File: config.mk
export PLATFORM = sky130hd
export DESIGN_NAME = instruction_queue
export DESIGN_NICKNAME = d
export VERILOG_FILES = /design/src/rtl/instruction_queue.sv
export SDC_FILE = /design/constraint.sdc
export NUM_CORES = 1
export LEC_CHECK = 0
export CAP_MARGIN = 20
export CORE_MARGIN = 1.5
export CORE_UTILIZATION = 45
export CTS_BUF_LIST = sky130_fd_sc_hd__clkbuf_2
export CTS_CLUSTER_SIZE = 40
export DETAILED_ROUTE_END_ITERATION = 16
export GPL_ROUTABILITY_DRIVEN = 0
export PLACE_DENSITY = 0.7
export SKIP_LAST_GASP = 1
export SLEW_MARGIN = 20
export SYNTH_ARGS = -nofsm -noshare
export SYNTH_HDL_FRONTEND = slang
export SYNTH_SLANG_ARGS = --single-unit
File: constraint.sdc
create_clock -name clock -period 3.8 [get_ports clock]
set_clock_uncertainty 0.05 [all_clocks]
set_input_delay 0.76 -clock clock [delete_from_list [all_inputs] [get_ports clock]]
set_output_delay 0.76 -clock clock [all_outputs]
set_load 0.1 [all_outputs]
File: src/rtl/instruction_queue.sv
// Circular word FIFO that presents its head as a decoded instruction; a head word
// with its MSB set is a long instruction whose immediate is the following word.
module instruction_queue #(
    parameter int WIDTH    = 16,
    parameter int OPCODE_W = 7,
    parameter int OPER_W   = 3,
    parameter int DEPTH    = 4
) (
    input  logic                         clock,
    input  logic                         reset,
    input  logic                         notLoad,
    input  logic [WIDTH-1:0]             data,
    input  logic                         next,
    input  logic                         flush,
    output logic                         full,
    output logic [$clog2(DEPTH+1)-1:0]   count,
    output logic                         valid,
    output logic                         isLong,
    output logic [OPCODE_W-1:0]          opcode,
    output logic [OPER_W-1:0]            op0,
    output logic [OPER_W-1:0]            op1,
    output logic [OPER_W-1:0]            op2,
    output logic [WIDTH-1:0]             imm
);

    localparam int PTR_W = $clog2(DEPTH);
    localparam int CNT_W = $clog2(DEPTH + 1);
    localparam logic [CNT_W-1:0] DEPTH_C = CNT_W'(DEPTH);

    if (OPCODE_W + 3 * OPER_W != WIDTH) begin : g_bad_layout
        $error("instruction_queue: OPCODE_W + 3*OPER_W must equal WIDTH");
    end
    if (DEPTH < 2 || (DEPTH & (DEPTH - 1)) != 0) begin : g_bad_depth
        $error("instruction_queue: DEPTH must be a power of two, at least 2");
    end

    logic [WIDTH-1:0] mem_q [DEPTH];
    logic [PTR_W-1:0] rd_ptr_q, rd_ptr_d;
    logic [PTR_W-1:0] wr_ptr_q, wr_ptr_d;
    logic [CNT_W-1:0] count_q, count_d;

    logic [WIDTH-1:0] head_word;
    logic [WIDTH-1:0] imm_word;
    logic             head_long;
    logic             head_valid;
    logic             pop;
    logic             push_ok;
    logic             wr_en;
    logic [CNT_W-1:0] pop_size;
    logic [CNT_W-1:0] count_after_pop;

    // A long head needs its immediate queued behind it before it is usable.
    assign head_word  = mem_q[rd_ptr_q];
    assign imm_word   = mem_q[rd_ptr_q + PTR_W'(1)];
    assign head_long  = head_word[WIDTH-1];
    assign head_valid = head_long ? (count_q >= CNT_W'(2)) : (count_q != '0);

    always_comb begin : next_state
        // NOTE: every signal driven here gets a default first, so no path through the
        // if/else can leave one unassigned and infer a latch.
        rd_ptr_d        = rd_ptr_q;
        wr_ptr_d        = wr_ptr_q;
        count_d         = count_q;
        wr_en           = 1'b0;
        pop             = next && head_valid;
        pop_size        = pop ? (head_long ? CNT_W'(2) : CNT_W'(1)) : '0;
        count_after_pop = count_q - pop_size;
        push_ok         = !notLoad && (count_after_pop < DEPTH_C);

        if (flush) begin
            rd_ptr_d = '0;
            wr_ptr_d = '0;
            count_d  = '0;
        end else begin
            wr_en    = push_ok;
            rd_ptr_d = rd_ptr_q + PTR_W'(pop_size);
            if (push_ok) begin
                wr_ptr_d = wr_ptr_q + PTR_W'(1);
            end
            count_d  = count_after_pop + {{(CNT_W-1){1'b0}}, push_ok};
        end
    end

    // NOTE: state flops use non-blocking assignments so every flop samples the
    // pre-edge values of the others, independent of statement order.
    always_ff @(posedge clock) begin
        if (reset) begin
            rd_ptr_q <= '0;
            wr_ptr_q <= '0;
            count_q  <= '0;
        end else begin
            rd_ptr_q <= rd_ptr_d;
            wr_ptr_q <= wr_ptr_d;
            count_q  <= count_d;
        end
    end

    // NOTE: the storage array is deliberately not reset; count and pointers alone
    // decide which entries are live, so stale words are never observed.
    always_ff @(posedge clock) begin
        if (wr_en && !reset) begin
            mem_q[wr_ptr_q] <= data;
        end
    end

    assign full   = (count_q == DEPTH_C);
    assign count  = count_q;
    assign valid  = head_valid;
    assign isLong = head_valid && head_long;
    assign opcode = head_valid ? head_word[WIDTH-1 -: OPCODE_W]  : '0;
    assign op0    = head_valid ? head_word[3*OPER_W-1 -: OPER_W] : '0;
    assign op1    = head_valid ? head_word[2*OPER_W-1 -: OPER_W] : '0;
    assign op2    = head_valid ? head_word[OPER_W-1:0]           : '0;
    assign imm    = (head_valid && head_long) ? imm_word : '0;

endmodule

After elaboration in Yosys (flattened, before gate mapping)
Memory sizes are Yosys's and may differ from the RTL's. A register that Yosys moved wholly into a read port is not among the register bits. Cells that the tools add are included.

Register bits: 7. Memory bits (writable): 64. Bits of input ports: 21. Output and inout bits: 38. Logic and storage cells: 32. Memories kept: 1.

Add/subtract/negate cells: 5. $lt $le $gt $ge: 2. Eq/ne operators: 1. Muxes and demuxes: 12. Reductions and logical operators: 8.

Memories: mem_q (depth 4, bits a word 16, rd ports 2, clocked after memory_dff 1, wr ports 1, line 37) `logic [WIDTH-1:0] mem_q [DEPTH];`.

Operators with widths (count): $mux W16 (1); $mux W3 (3); $mux W7 (1); $mux W2 (3); $add A2 B1 Y2 const B (2); $logic_and A1 B1 Y1 (4); $mux W1 (4); $add A3 B1 Y3 (1); $eq A3 B3 Y1 const B (1); $ge A3 B2 Y1 const B (1); $lt A3 B3 Y1 const B (1); $reduce_bool A3 Y1 (1); $sub A3 B2 Y3 (1); $add A2 B2 Y2 (1); $logic_not A1 Y1 (2); $reduce_or A2 Y1 (1).

Logic depth before layout (Yosys ltp)
Word-level depth: 11. Depth in mapped cells: 12. Depth with buffers taken out: 10.

Worst setup path before layout
Ideal clock, no wire load.

Path type: reg-to-output. Start point: register count_q[2] (netlist: count[2]). End point: output imm[15]. Data arrival time: 3.328 ns. Data required time: 2.990 ns. Path slack: -0.338 ns. Cell stages (with the launch flop): 3. Path buffers: 0. Cells stage by stage: dfxtp_1 > nor2_1 > nor3_1.

Longest elaborated chain between the ends: 4. Elaborated cells on any way between the ends: 5. Classes of those cells: order compare (1); mux (2); reduce/logical (2).

RTL lines: from (decl) (line 40) `logic [CNT_W-1:0] count_q, count_d;`; from (signal assigned) (line 94) `count_q <= count_d;`; $ge A3 B2 Y1 or $reduce_bool A3 Y1 (tied branches) (line 56) `assign head_valid = head_long ? (count_q >= CNT_W'(2)) : (count_q != '0);`; $mux W1 (*) (line 56); $logic_and A1 B1 Y1 (*) (line 114) `assign imm = (head_valid && head_long) ? imm_word : '0;`; $mux W16 (*) (line 114); to (decl) (line 23) `output logic [WIDTH-1:0] imm`.

Every way passes the cells marked *; elsewhere a longest branch is shown, timed or not.

==> flow_metrics.tcl <==
set metrics [dict create \
    status "complete, no violations" \
    synthToLayoutAreaGrowth_pct 28.3 \
    rsz0062_at_grt "no" \
    grt_max_degree 34 \
    wl_per_cell_um 17.7 \
    synth_fa_ha_area_share_pct 3.48 \
    synth_top_family_by_area "multiplexers" \
    coreArea_mm2 0.00733 \
    async_flop_share_pct 0 \
    num-fill-cells 545 \
    vdd_drop_max_uv 204 \
    ys_seq_elements 71 \
    finalNetCount 291 \
    combPwrFrac_pct 21.4 \
    synthMuxAreaShare_pct 20.9 \
    place_area_mm2 0.00435 \
    swShare_pct 30.2 \
    port_buffers 58 \
    grt_use_met1_pct 21.0 \
    grt_pass1_wl_mm 10.6 \
    busiest_layer "met2" \
    synth_flop_cell "edfxtp_1" \
    die-area_mm2 0.00821 \
    synthCells 195 \
    netlist_area_mm2 0.00345 \
    wirelength_mm 6.46 \
    drv_slew 0 \
    setup_viol 0 \
    cts_resized 0 \
    postRouteAntennaNets 0 \
    grt_antenna_before_repair 0 \
    htreeDepth 3 \
    pwr-share-seq_pct 57.0 \
    seq_area_mm2 0.00206 \
    start_util_pct 47.1 \
    synth-compound-area-share_pct 1.85 \
    vias 1933 \
    p_int_uw 1060 \
    yosysWarnings 0 \
    die_h_um 90.6 \
    cpPeakStageDelay_ns 0.56 \
    tns_ns 0 \
    cellLeakagePower_uw 0.00155 \
    layout_min_cycle_time_ns 3.14 \
    antenna_cells 0 \
    cp.required_ns 3.94 \
    tightestPinTransition_ns 0.966 \
    mostFrequentLayoutCell "edfxtp_1" \
    stdcell_area_mm2 0.00443 \
    drtIter0Drc 94 \
    crit_family "simple AND/OR/NAND/NOR gates" \
    final_cell_mix "edfxtp_1, mux4_2, buf_12" \
    synth_cell_type_count 31 \
    critical_path.startpoint_type "flop" \
    drive_above_1_share_pct 38.7 \
    cp_slowest_cell "mux4_2" \
    dp_cells 349 \
    cts_buffer_depth 2 \
    grt_pass1_vias 2065 \
    synth-seq-area-share_pct 59.7 \
    fin_crit_sh_pct 82.7 \
    crit_buf_inv 1 \
    critPathLaunch "mem_q[3][15]" \
    drc 0 \
    p_per_area_mw_per_mm2 343 \
    num_rows 31 \
    fin_cells 365 \
    rr_startpoint "mem_q[3][15]" \
    clock-sinks 71 \
    grtUsageTotal_pct 17.3 \
    multi_input_area_mm2 0.00128 \
    worst_hold_slack_ns 0.502 \
    crit_arrival_ns 3.29 \
    use_met3_pct 3.87 \
    setup.worst_path.end_class "flop" \
    p_sw_uw 460 \
    hold_class "reg2reg" \
    path_max_fanout 7 \
    numCtsBuffers 9 \
    hold_violations 0 \
    num_io_pins 59 \
    synth_edf_count 64 \
    gr-total-overflow 0 \
    relSlewSlack_pct 35.4 \
    root_buffer "clkbuf_2" \
    postCtsSetupRepairBufs 0 \
    max_clock_freq_mhz 318 \
    cts_hold_buf 0 \
    p_clk_share_pct 21.6 \
    synth_nets 225 \
    synth_simple_gate_area_share_pct 9.60 \
    grt_use_met2_pct 29.4 \
    clk_latency_ns 0.47 \
    synthXorXnorAreaFrac_pct 1.01 \
    syn_area_per_cell_um2 17.7 \
    post-dp-hpwl_mm 4.55 \
    fin_util_pct 60.5 \
    drt_first_pass_iters 4 \
    cap_violations 0 \
    crit_type "reg2reg" \
    hp-start "wr_ptr_q[0]" \
    cts_tree "yes" \
    viasPerCell 5.30 \
    path_clk_slew_ns 0.17 \
    reg2reg_slack_ns 0.66 \
    die_x_um 90.6 \
    crit_chain "mux4_2 -> a211oi_1 -> ha_1 -> fa_1 -> xor2_1 -> nor2_1 -> and3_1 -> buf_4" \
]
[kinds of logic (layout without fill, tap and decap cells)]
family                   Yosys count  count (layout)
flip-flops                        71              71
AND/OR/NAND/NOR                   49              49
buffers and inverters             20              91
multiplexers                      33              33
AO/OA/AOI/OAI                      9               9
adder cells (fa/ha/maj)            9               9
XOR/XNOR                           4               4
[worst paths after layout]
path,end,depth (start not counted)
setup reg to reg,mem_q[3][4],8
setup / recovery,mem_q[3][4],8
hold / removal,wr_ptr_q[0],2
hold reg to reg,wr_ptr_q[0],2
[power groups by stage]
stage          combinational, µW  clock, µW  sequential, µW
2_1_floorplan                202          0             897
3_3_place_gp                 326          0             885
3_5_place_dp                 328          0             885
4_1_cts                      329        339             868
5_1_grt                      340        369             870
6_report                     325        329             868
[metrics by stage]
step	total power, µW	setup WS [ns]
after floorplan	1100	0.185
after global placement	1210	0.470
after detailed placement	1210	0.363
after CTS	1540	0.641
after global routing	1580	0.396
final	1520	0.659
[per-layer routing]
layer	vias to the layer above	part of all wire, %
met5	-	0
li1	893	-
met2	57	51
met1	971	42
met3	12	4.3
met4	0	2.5
[registers in the layout, summed over array words and instances, names as in the netlist]
register  cells
count         3
mem_q        64
rd_ptr_q      2
wr_ptr_q      2
[synthesized netlist by cell type, drive strengths merged (4+ instances only)]
| library cell | instances | area (µm²) |
|---|---|---|
| and2b | 4 | 30.0 |
| and3 | 6 | 37.5 |
| buf | 11 | 86.3 |
| dfxtp | 7 | 140 |
| edfxtp | 64 | 1920 |
| ha | 8 | 100 |
| inv | 9 | 33.8 |
| mux4 | 31 | 702 |
| nor2 | 5 | 18.8 |
| nor2b | 26 | 195 |
[tightest hold or removal path, stage by stage, from the launching register on]
cell,delay (ns)
dfxtp_1,0.38
o21ai_0,0.08
a21oi_1,0.06
[area by class of cell]
class / instances / share of cell area [%]
Sequential cell: 71 / 46.6
Multi-Input combinational cell: 104 / 28.8
Timing Repair Buffer: 66 / 19.2
Tap cell: 99 / 2.79
Clock buffer: 11 / 1.24
Inverter: 9 / 0.762
Clock inverter: 5 / 0.564
No activity file was read; power rests on OpenSTA's default activity.
